**src/rtl/bmem_arbiter_pkg.sv**
```systemverilog
// Shared types for the burst-memory arbiter: FSM states, requester sides and line geometry.
package rv32i_types;

  typedef enum logic [2:0] {
    IDLE,
    I_RD,
    D_RD,
    D_WR,
    WAIT_R
  } bmem_arb_state_t;

  typedef enum logic {
    SIDE_I = 1'b0,
    SIDE_D = 1'b1
  } bmem_side_t;

  localparam int BMEM_BURST_LEN = 4;
  localparam int BMEM_BEAT_W    = 64;
  localparam int BMEM_ADDR_W    = 32;
  localparam int LINE_BYTES     = BMEM_BURST_LEN * BMEM_BEAT_W / 8;

endpackage

```
**src/rtl/bmem_arbiter.sv**
```systemverilog
// Shares one burst-memory port between the instruction-side (read-only) and data-side
// (read / write-back) cacheline adapters; one line burst in flight, round-robin on contention.
module bmem_arbiter
  import rv32i_types::*;
#(
  parameter int BURST_LEN = BMEM_BURST_LEN,
  parameter int BEAT_W    = BMEM_BEAT_W,
  parameter int ADDR_W    = BMEM_ADDR_W
) (
  input  logic                        clk,
  input  logic                        rst,
  input  logic                        i_req_read,
  input  logic [ADDR_W-1:0]           i_req_addr,
  output logic                        i_req_ack,
  input  logic                        i_flush,
  output logic [BEAT_W-1:0]           i_rdata,
  output logic                        i_rvalid,
  output logic [ADDR_W-1:0]           i_raddr,
  input  logic                        d_req_read,
  input  logic                        d_req_write,
  input  logic [ADDR_W-1:0]           d_req_addr,
  input  logic [BURST_LEN*BEAT_W-1:0] d_req_wdata,
  output logic                        d_req_ack,
  output logic [BEAT_W-1:0]           d_rdata,
  output logic                        d_rvalid,
  output logic [ADDR_W-1:0]           d_raddr,
  output logic [ADDR_W-1:0]           bmem_addr,
  output logic                        bmem_read,
  output logic                        bmem_write,
  output logic [BEAT_W-1:0]           bmem_wdata,
  input  logic                        bmem_ready,
  input  logic [ADDR_W-1:0]           bmem_raddr,
  input  logic [BEAT_W-1:0]           bmem_rdata,
  input  logic                        bmem_rvalid
);

  localparam int CNT_W = (BURST_LEN > 1) ? $clog2(BURST_LEN) : 1;
  localparam logic [CNT_W-1:0] LAST_BEAT = CNT_W'(BURST_LEN - 1);

  bmem_arb_state_t   state_q, state_d;
  bmem_side_t        rr_q, rr_d;
  bmem_side_t        owner_q, owner_d;
  logic [ADDR_W-1:0] addr_q, addr_d;
  logic [CNT_W-1:0]  cnt_q, cnt_d;
  logic              drop_q, drop_d;

  logic              i_ok;
  logic              d_ok;
  bmem_side_t        grant;
  logic              beat_hit;
  logic [BEAT_W-1:0] wbeat [BURST_LEN];

  for (genvar gi = 0; gi < BURST_LEN; gi++) begin : g_wbeat
    assign wbeat[gi] = d_req_wdata[gi*BEAT_W +: BEAT_W];
  end

  // A flushed instruction request is invisible to the picker in that cycle.
  assign i_ok     = i_req_read && !i_flush;
  assign d_ok     = d_req_read || d_req_write;
  assign grant    = (i_ok && d_ok) ? rr_q : (d_ok ? SIDE_D : SIDE_I);
  assign beat_hit = bmem_rvalid && (bmem_raddr == addr_q);

  always_ff @(posedge clk) begin
    if (rst) begin
      state_q <= IDLE;
      rr_q    <= SIDE_D;
      owner_q <= SIDE_I;
      addr_q  <= '0;
      cnt_q   <= '0;
      drop_q  <= 1'b0;
    end else begin
      state_q <= state_d;
      rr_q    <= rr_d;
      owner_q <= owner_d;
      addr_q  <= addr_d;
      cnt_q   <= cnt_d;
      drop_q  <= drop_d;
    end
  end

  always_comb begin
    state_d = state_q;
    rr_d    = rr_q;
    owner_d = owner_q;
    addr_d  = addr_q;
    cnt_d   = cnt_q;
    drop_d  = drop_q;
    case (state_q)
      IDLE: begin
        cnt_d  = '0;
        drop_d = 1'b0;
        if (i_ok || d_ok) begin
          owner_d = grant;
          addr_d  = (grant == SIDE_D) ? d_req_addr : i_req_addr;
          if (i_ok && d_ok) rr_d = (rr_q == SIDE_D) ? SIDE_I : SIDE_D;
          // A write-back wins over an (illegal) concurrent data read.
          if (grant == SIDE_I)  state_d = I_RD;
          else if (d_req_write) state_d = D_WR;
          else                  state_d = D_RD;
        end
      end
      I_RD: begin
        if (i_flush)         state_d = IDLE;
        else if (bmem_ready) state_d = WAIT_R;
      end
      D_RD: begin
        if (bmem_ready) state_d = WAIT_R;
      end
      D_WR: begin
        if (bmem_ready) begin
          if (cnt_q == LAST_BEAT) begin
            cnt_d   = '0;
            state_d = IDLE;
          end else begin
            cnt_d = cnt_q + CNT_W'(1);
          end
        end
      end
      WAIT_R: begin
        if (owner_q == SIDE_I && i_flush) drop_d = 1'b1;
        // Dropped beats still count so the burst drains before the port is reused.
        if (beat_hit) begin
          if (cnt_q == LAST_BEAT) begin
            cnt_d   = '0;
            drop_d  = 1'b0;
            state_d = IDLE;
          end else begin
            cnt_d = cnt_q + CNT_W'(1);
          end
        end
      end
      default: state_d = IDLE;
    endcase
  end

  always_comb begin
    i_req_ack  = 1'b0;
    d_req_ack  = 1'b0;
    i_rvalid   = 1'b0;
    i_rdata    = '0;
    i_raddr    = '0;
    d_rvalid   = 1'b0;
    d_rdata    = '0;
    d_raddr    = '0;
    bmem_addr  = '0;
    bmem_read  = 1'b0;
    bmem_write = 1'b0;
    bmem_wdata = '0;
    case (state_q)
      I_RD: begin
        bmem_read = !i_flush;
        bmem_addr = addr_q;
        i_req_ack = bmem_ready && !i_flush;
      end
      D_RD: begin
        bmem_read = 1'b1;
        bmem_addr = addr_q;
        d_req_ack = bmem_ready;
      end
      D_WR: begin
        bmem_write = 1'b1;
        bmem_addr  = addr_q;
        bmem_wdata = wbeat[cnt_q];
        d_req_ack  = bmem_ready && (cnt_q == LAST_BEAT);
      end
      WAIT_R: begin
        if (beat_hit) begin
          if (owner_q == SIDE_I) begin
            if (!drop_q && !i_flush) begin
              i_rvalid = 1'b1;
              i_rdata  = bmem_rdata;
              i_raddr  = bmem_raddr;
            end
          end else begin
            d_rvalid = 1'b1;
            d_rdata  = bmem_rdata;
            d_raddr  = bmem_raddr;
          end
        end
      end
      default: ;
    endcase
  end

endmodule

```
**config.mk**
```make
export PLATFORM = sky130hd
export DESIGN_NAME = bmem_arbiter
export DESIGN_NICKNAME = d
export VERILOG_FILES = /design/src/rtl/bmem_arbiter_pkg.sv /design/src/rtl/bmem_arbiter.sv
export SDC_FILE = /design/constraint.sdc
export NUM_CORES = 1
export LEC_CHECK = 0
export BUFFER_PORTS_ARGS = -buffer_cell sky130_fd_sc_hd__buf_2
export CORE_AREA = 2 2 277 279
export DETAILED_ROUTE_END_ITERATION = 10
export DIE_AREA = 0 0 279 281
export PLACE_DENSITY = 0.39
export SLEW_MARGIN = 20
export SYNTH_ARGS = -nofsm -noshare
export SYNTH_HDL_FRONTEND = slang
export SYNTH_SLANG_ARGS = --single-unit
```
**constraint.sdc**
```tcl
create_clock -name clk -period 5.35 [get_ports clk]
set_input_delay 1.07 -clock clk [delete_from_list [all_inputs] [get_ports clk]]
set_output_delay 1.07 -clock clk [all_outputs]
set_load 0.03 [all_outputs]
```
==> results of run 1 <==
==> logic make-up (layout without fill, tap and decap cells) <==
logic type | count (synthesis) | after routing | synth area share
AND/OR/NAND/NOR | 363 | 363 | 0.373
multiplexers | 99 | 99 | 0.309
buffers and inverters | 76 | 739 | 0.0625
AO/OA/AOI/OAI | 54 | 54 | 0.0655
flip-flops | 40 | 40 | 0.138
XOR/XNOR | 33 | 33 | 0.0498
adder cells (fa/ha/maj) | 1 | 1 | 0.00215
other | 0 | 3 | 0
==> final cells by class <==
cell class | count | area [um2] | area share
Tap cell | 978 | 1220 | 0.115
Sequential cell | 40 | 807 | 0.0761
Inverter | 4 | 15.0 | 0.00142
Clock buffer | 5 | 125 | 0.0118
Multi-Input combinational cell | 550 | 4680 | 0.441
Clock inverter | 3 | 45.0 | 0.00425
Timing Repair Buffer | 727 | 3700 | 0.349
Antenna cell | 3 | 7.51 | 0.000708
==> layout by cell type, fill, tap and decap left out, types with 2 or more instances in the layout <==
cell type and count:
inv_1 3, a31oi_1 4, nand4_1 7, buf_4 7
nand2_1 10, nand2b_1 4, mux2i_1 35, buf_12 3
diode_2 3, a21oi_1 5, xnor2_1 30, nor2_1 40
mux4_2 64, and3_1 97, and2_1 192, a211oi_1 32
dfxtp_1 37, o21ai_0 4, dfxtp_2 2, clkbuf_16 5
buf_2 717, nor4_2 2, xor2_1 3, nor3_1 4
==> stage by stage <==
| stage | cells | hold slack [ns] | power [mW] | setup slack [ns] |
|---|---|---|---|---|
| floorplan | 666 | 0.470 | 1.35 | 1.55 |
| global placement | 2299 | 0.514 | 1.91 | 0.312 |
| detailed placement | 2299 | 0.514 | 1.92 | 0.274 |
| CTS | 2307 | 0.524 | 2.33 | 0.266 |
| global route | 2307 | 0.548 | 2.44 | 0.219 |
| finish | 2310 | 0.523 | 2.27 | 0.575 |
==> sequential cells by signal (all words and copies together) (netlist names) <==
register / flops
addr_q: 32
state_q: 3
cnt_q: 2
drop_q: 1
owner_q: 1
rr_q: 1
==> synthesized netlist by cell type (2+ instances only) <==
library cell,n
a211oi_1,32
a21oi_1,6
a31oi_1,4
and2_1,192
and3_1,97
buf_1,5
buf_2,14
buf_6,7
clkbuf_1,44
dfxtp_1,40
inv_1,3
mux2i_1,35
mux4_2,64
nand2_1,10
nand2b_1,4
nand4_1,7
nor2_1,40
nor3_1,4
nor4_2,2
o21ai_0,4
xnor2_1,30
xor2_1,3
==> how the worst max path moves through the flow <==
stage	startpoint	end	slack, ns	cells past startpoint
final	bmem_raddr[10]	d_raddr[19]	0.57	9
after global routing	bmem_raddr[25]	d_raddr[7]	0.22	9
after CTS	bmem_raddr[25]	d_raddr[19]	0.27	9
after detailed placement	bmem_raddr[25]	d_raddr[19]	0.27	9
after global placement	bmem_raddr[25]	d_raddr[19]	0.31	9
after floorplan	bmem_raddr[20]	d_rdata[54]	1.55	7
==> tightest hold or removal path: cells and delay by family (launching register included) <==
family / cells / cell delay [ns]
AO/OA/AOI/OAI: 1 / 0.05
flip-flops: 1 / 0.33
AND/OR/NAND/NOR: 1 / 0.10
==> report_power, final <==
group | leakage, nW | total (mW) | internal (mW) | switching, mW
clock | 0.0848 | 0.392 | 0.223 | 0.169
sequential | 0.333 | 0.528 | 0.395 | 0.132
combinational | 5.31 | 1.35 | 0.539 | 0.813
total | 5.72 | 2.27 | 1.16 | 1.11
==> layer usage <==
metal	vias to the layer above	routed length (um)
met1	3658	15500
li1	3716	-
met2	397	18900
met5	-	24
met3	29	2510
met4	4	363
==> run summary, run 1 <==
1st-pass router iterations -> 5
Hold Crit Depth -> 2
Final min period -> 4.78 ns
Maximum VDD drop -> 0.166 mV
CP max stage cell -> xnor2_1
Critical Path, Cell by Cell -> buf_2 > xnor2_1 > nand4_1 > nor4_2 > and3_1 > nor3b_4 > buf_12 > and2_1 > buf_2
Initial antenna violation count -> 5
Max-Slew Margin vs Limit -> 0.302
Area contributors post-synth -> mux4_2, and2_1, dfxtp_1
Syn nets -> 1091
Async SR Flop Fraction -> 0
Final WL -> 37300 um
CP max stage delay -> 0.52 ns
Clk_skew -> 0.0174 ns
Post-DP HPWL -> 31200 um
Max cap viols -> 0
Final core occ -> 0.141
Met1 GRT Util -> 0.106
CP endpoint kind -> output pin
H-tree lvl count -> 2
Placer Congestion -> 0.911
Die Ht -> 281 um
Hold_buf cts -> 0
Core area -> 75400 um2
Reg2Reg Launch Point -> state_q[0]
Avg Cell Area, Syn -> 8.72 um2
Grt ovf -> 0
Unrepaired setup endpoints after global routing -> no
Synth unique cells -> 41
Largest net degree at the start of global routing -> 98
Finished Cell Area -> 10600 um2
Synth warn -> 0
Yosys top cell by area -> mux4_2
Vias in the first global route -> 7788
Post-Syn Area -> 5810 um2
FILL cells -> 8687
Syn Inst Count -> 666
CP delay by family, top -> simple AND/OR/NAND/NOR gates
Starting density of the core -> 0.0770
Inserted Clock Buffers -> 5
Setup slack on the worst flop-to-flop path -> 2.75 ns
Via count -> 7804
P_leak -> 5.72 nW
Setup violators final -> 0
Wire length per cell -> 16.1 um
Worst Setup Path Type -> in -> out
Port Buffers -> 717
Required @ worst endpoint -> 4.28 ns
GRT Overall Usage -> 0.0867
Met2 Track Usage GR -> 0.157
Clock sink count -> 40
Worst-Margin Slew -> 1.05 ns
Commonest register cell after synthesis -> dfxtp_1
Critical Path Most Common Cell -> buf_2
Area share of the largest cell type after synthesis -> 0.248
Die Area -> 78400 um2
Layout area overhead -> 82.6%
Worst skew pair latency -> 0.33 ns
Critical path buffers and inverters -> 3
Capturing point of the worst reg2reg path -> addr_q[15]
Post-synth EDFFs -> 0
# resized after CTS -> 0
Dpl cell area -> 10400 um2
Row count -> 101
Final nets -> 1753
PwrDens -> 214 nW/um2
Clock Path Buffers -> 2
#FFs+latches synth -> 40
Post-CTS setup buffer count -> 0
Seq/Total Area, Yosys -> 0.138
WP data arrival -> 3.71 ns
Root Buffer -> clkbuf_16
Starting DRT DRC Count -> 348
Hold Path Class -> reg -> reg
FMAX -> 209 MHz
Drt via density -> 3.38
Post-route ant nets -> 0
First-pass GRT wire length -> 50800 um
Hold path endpoint -> addr_q[23]
DIE WIDTH -> 279 um
Top-Level Pins -> 718
Hold Fails Final Rpt -> 0
CTS tree -> built
Routing usage on met3 -> 0.0196
HP Start -> addr_q[23]
Status -> finished, final reports clean
Fin Setup TNS -> 0 ns
Critical Path Source Type -> input pin
Cells on worst reg2reg path -> 7
Clock transition at path regs -> 0.07 ns
Fin. max-slew vios -> 0
DRC errors left -> 0
Crit Path Max Fanout -> 97
Fin crit share -> 0.893
Global routing's busiest layer -> met2
Share of layout cells above drive strength 1 -> 0.609
(Power assumes the default switching activity.)
==> inputs of run 2 (changes only) <==
Settings changed: PLACE_DENSITY 0.39 to 0.38.
==> run summary, run 2 (synthesized netlist as in run 1, its figures left out) <==
Status -> finished, final reports clean
Max reg flops -> 32 (unchanged)
Share of layout cells above drive strength 1 -> 0.609 (-0.000916)
Port Buffers -> 717 (unchanged)
Hold_buf cts -> 0 (unchanged)
Clock sink count -> 40 (unchanged)
Hold Fails Final Rpt -> 0 (unchanged)
Final nets -> 1755 (+0.11%)
Layout area overhead -> 82.6% (about the same)
Clock Path Buffers -> 2 (unchanged)
First-pass GRT wire length -> 52700 um (+3.8%)
Critical Path Source Type -> input pin
Required @ worst endpoint -> 4.28 ns (about the same)
Starting DRT DRC Count -> 371 (+6.6%)
Max-Slew Margin vs Limit -> 0.345 (+0.0429)
Die Ht -> 281 um (unchanged)
Via count -> 7805 (+0.013%)
Inserted Clock Buffers -> 5 (unchanged)
Final WL -> 38600 um (+3.6%)
Core area -> 75400 um2 (unchanged)
Post-DP HPWL -> 32800 um (+5.3%)
Vias in the first global route -> 8001 (+2.7%)
Worst Setup Path Type -> in -> out
CP endpoint kind -> output pin
Unrepaired setup endpoints after global routing -> no
Wire length per cell -> 16.7 um (+3.4%)
Drt via density -> 3.37 (-0.20%)
Cell Int Power -> 1.12 mW (-3.0%)
Maximum VDD drop -> 0.163 mV (-2.2%)
Sequential Power Share -> 0.231 (about the same)
Post-route ant nets -> 0 (unchanged)
DRC errors left -> 0 (unchanged)
CTS tree -> built
GRT Overall Usage -> 0.0908 (+0.00406)
1st-pass router iterations -> 4 (-1)
Row count -> 101 (unchanged)
Largest net degree at the start of global routing -> 98 (unchanged)
Clock transition at path regs -> 0.07 ns (about the same)
P_leak -> 5.72 nW (about the same)
Fin Setup TNS -> 0 ns (unchanged)
Max cap viols -> 0 (unchanged)
Placer Congestion -> 0.908 (-0.32%)
Fin. max-slew vios -> 0 (unchanged)
Hold Crit Depth -> 2 (unchanged)
Hold Path Class -> reg -> reg
Worst-Margin Slew -> 0.983 ns (-0.0643 ns)
# resized after CTS -> 0 (unchanged)
Gate power share -> 0.617 (+0.022)
DIE WIDTH -> 279 um (unchanged)
Grt ovf -> 0 (unchanged)
Worst skew pair latency -> 0.31 ns (-0.02 ns)
PwrDens -> 209 nW/um2 (-2.3%)
Sw Ratio -> 0.494 (+0.00385)
Die Area -> 78400 um2 (unchanged)
Register with the most flip-flops -> addr_q
Psw -> 1.10 mW (-1.5%)
Starting density of the core -> 0.0770 (unchanged)
Largest regs -> addr_q x32, state_q x3, cnt_q x2
Commonest non-fill, non-tap cell in the layout -> buf_2
Post-CTS setup buffer count -> 0 (unchanged)
Clock share of power -> 0.153 (-0.020)
FMAX -> 218 MHz (+3.9%)
Cells on worst reg2reg path -> 5 (-2)
Top-Level Pins -> 718 (unchanged)
Dpl cell area -> 10400 um2 (+0.17%)
H-tree lvl count -> 2 (unchanged)
Most frequent cells in the layout -> buf_2, and2_1, and3_1
Initial antenna violation count -> 11 (+6)
WP data arrival -> 3.52 ns (-0.19 ns)
Fin crit share -> 0.859 (-0.0337)
Crit Path Max Fanout -> 97 (unchanged)
Clk_skew -> 0.00650 ns (-0.0109 ns)
Finished Cell Area -> 10600 um2 (about the same)
Root Buffer -> clkbuf_16
Setup violators final -> 0 (unchanged)
Final min period -> 4.59 ns (-0.180 ns)
-- run 2: cell types whose count changed in the layout (fill, tap and decap cells not counted), sizes merged --
| cell | before | now |
|---|---|---|
| clkbuf | 5 | 8 |
| diode | 3 | 6 |
| buf | 727 | 729 |
| inv | 5 | 3 |
| bufinv | 1 | 0 |
-- run 2: worst max-delay path, stage by stage --
cell and delay [ns]:
buf_2 0.12, xnor2_1 0.33, nand4_1 0.18, nor4_2 0.35
and3_1 0.37, nor3b_4 0.28, buf_12 0.30, and2_1 0.23
buf_2 0.21
-- run 2: per-layer routing --
layer	global-route usage	up-vias	routed length (um)
met1	0.107	3611	15300
met5	0	-	45
met3	0.0218	46	2940
met4	0.0385	8	1210
met2	0.156	416	19100
li1	-	3724	-
-- run 2: area by class of cell --
cell class,count,area [um2]
repair buffers,729,3720
diodes,6,15.0
well taps,978,1220
multi-input cells,550,4680
inverters,4,15.0
clock buffers,8,146
flip-flops and latches,40,810
fillers,8686,64800
-- run 2: metrics by stage --
stage | instances | worst slack [ns] | hold WS, ns | power, mW | util
6_report | 2315 | 0.755 | 0.522 | 2.22 | 0.141
4_1_cts | 2309 | 0.647 | 0.527 | 2.28 | 0.140
3_5_place_dp | 2301 | 0.651 | 0.517 | 1.91 | 0.138
2_1_floorplan | 666 | 1.55 | 0.470 | 1.35 | -
5_1_grt | 2312 | 0.549 | 0.548 | 2.40 | 0.140
3_3_place_gp | 2301 | 0.642 | 0.511 | 1.91 | 0.138
-- run 2: power by group through the flow --
stage / Clock (mW) / Sequential [mW] / Combinational [mW]
global route: 0.375 / 0.526 / 1.50
CTS: 0.368 / 0.513 / 1.40
finish: 0.339 / 0.512 / 1.37
global placement: 0 / 0.518 / 1.39
detailed placement: 0 / 0.518 / 1.40
floorplan: 0 / 0.460 / 0.891
-- run 2: final timing paths --
path                       from     endpoint  slack [ns]
setup / recovery  bmem_raddr[4]  d_raddr[13]        0.76
hold / removal        addr_q[7]    addr_q[7]        0.52
setup reg to reg       cnt_q[1]   state_q[0]        2.93
hold reg to reg       addr_q[7]    addr_q[7]        0.52
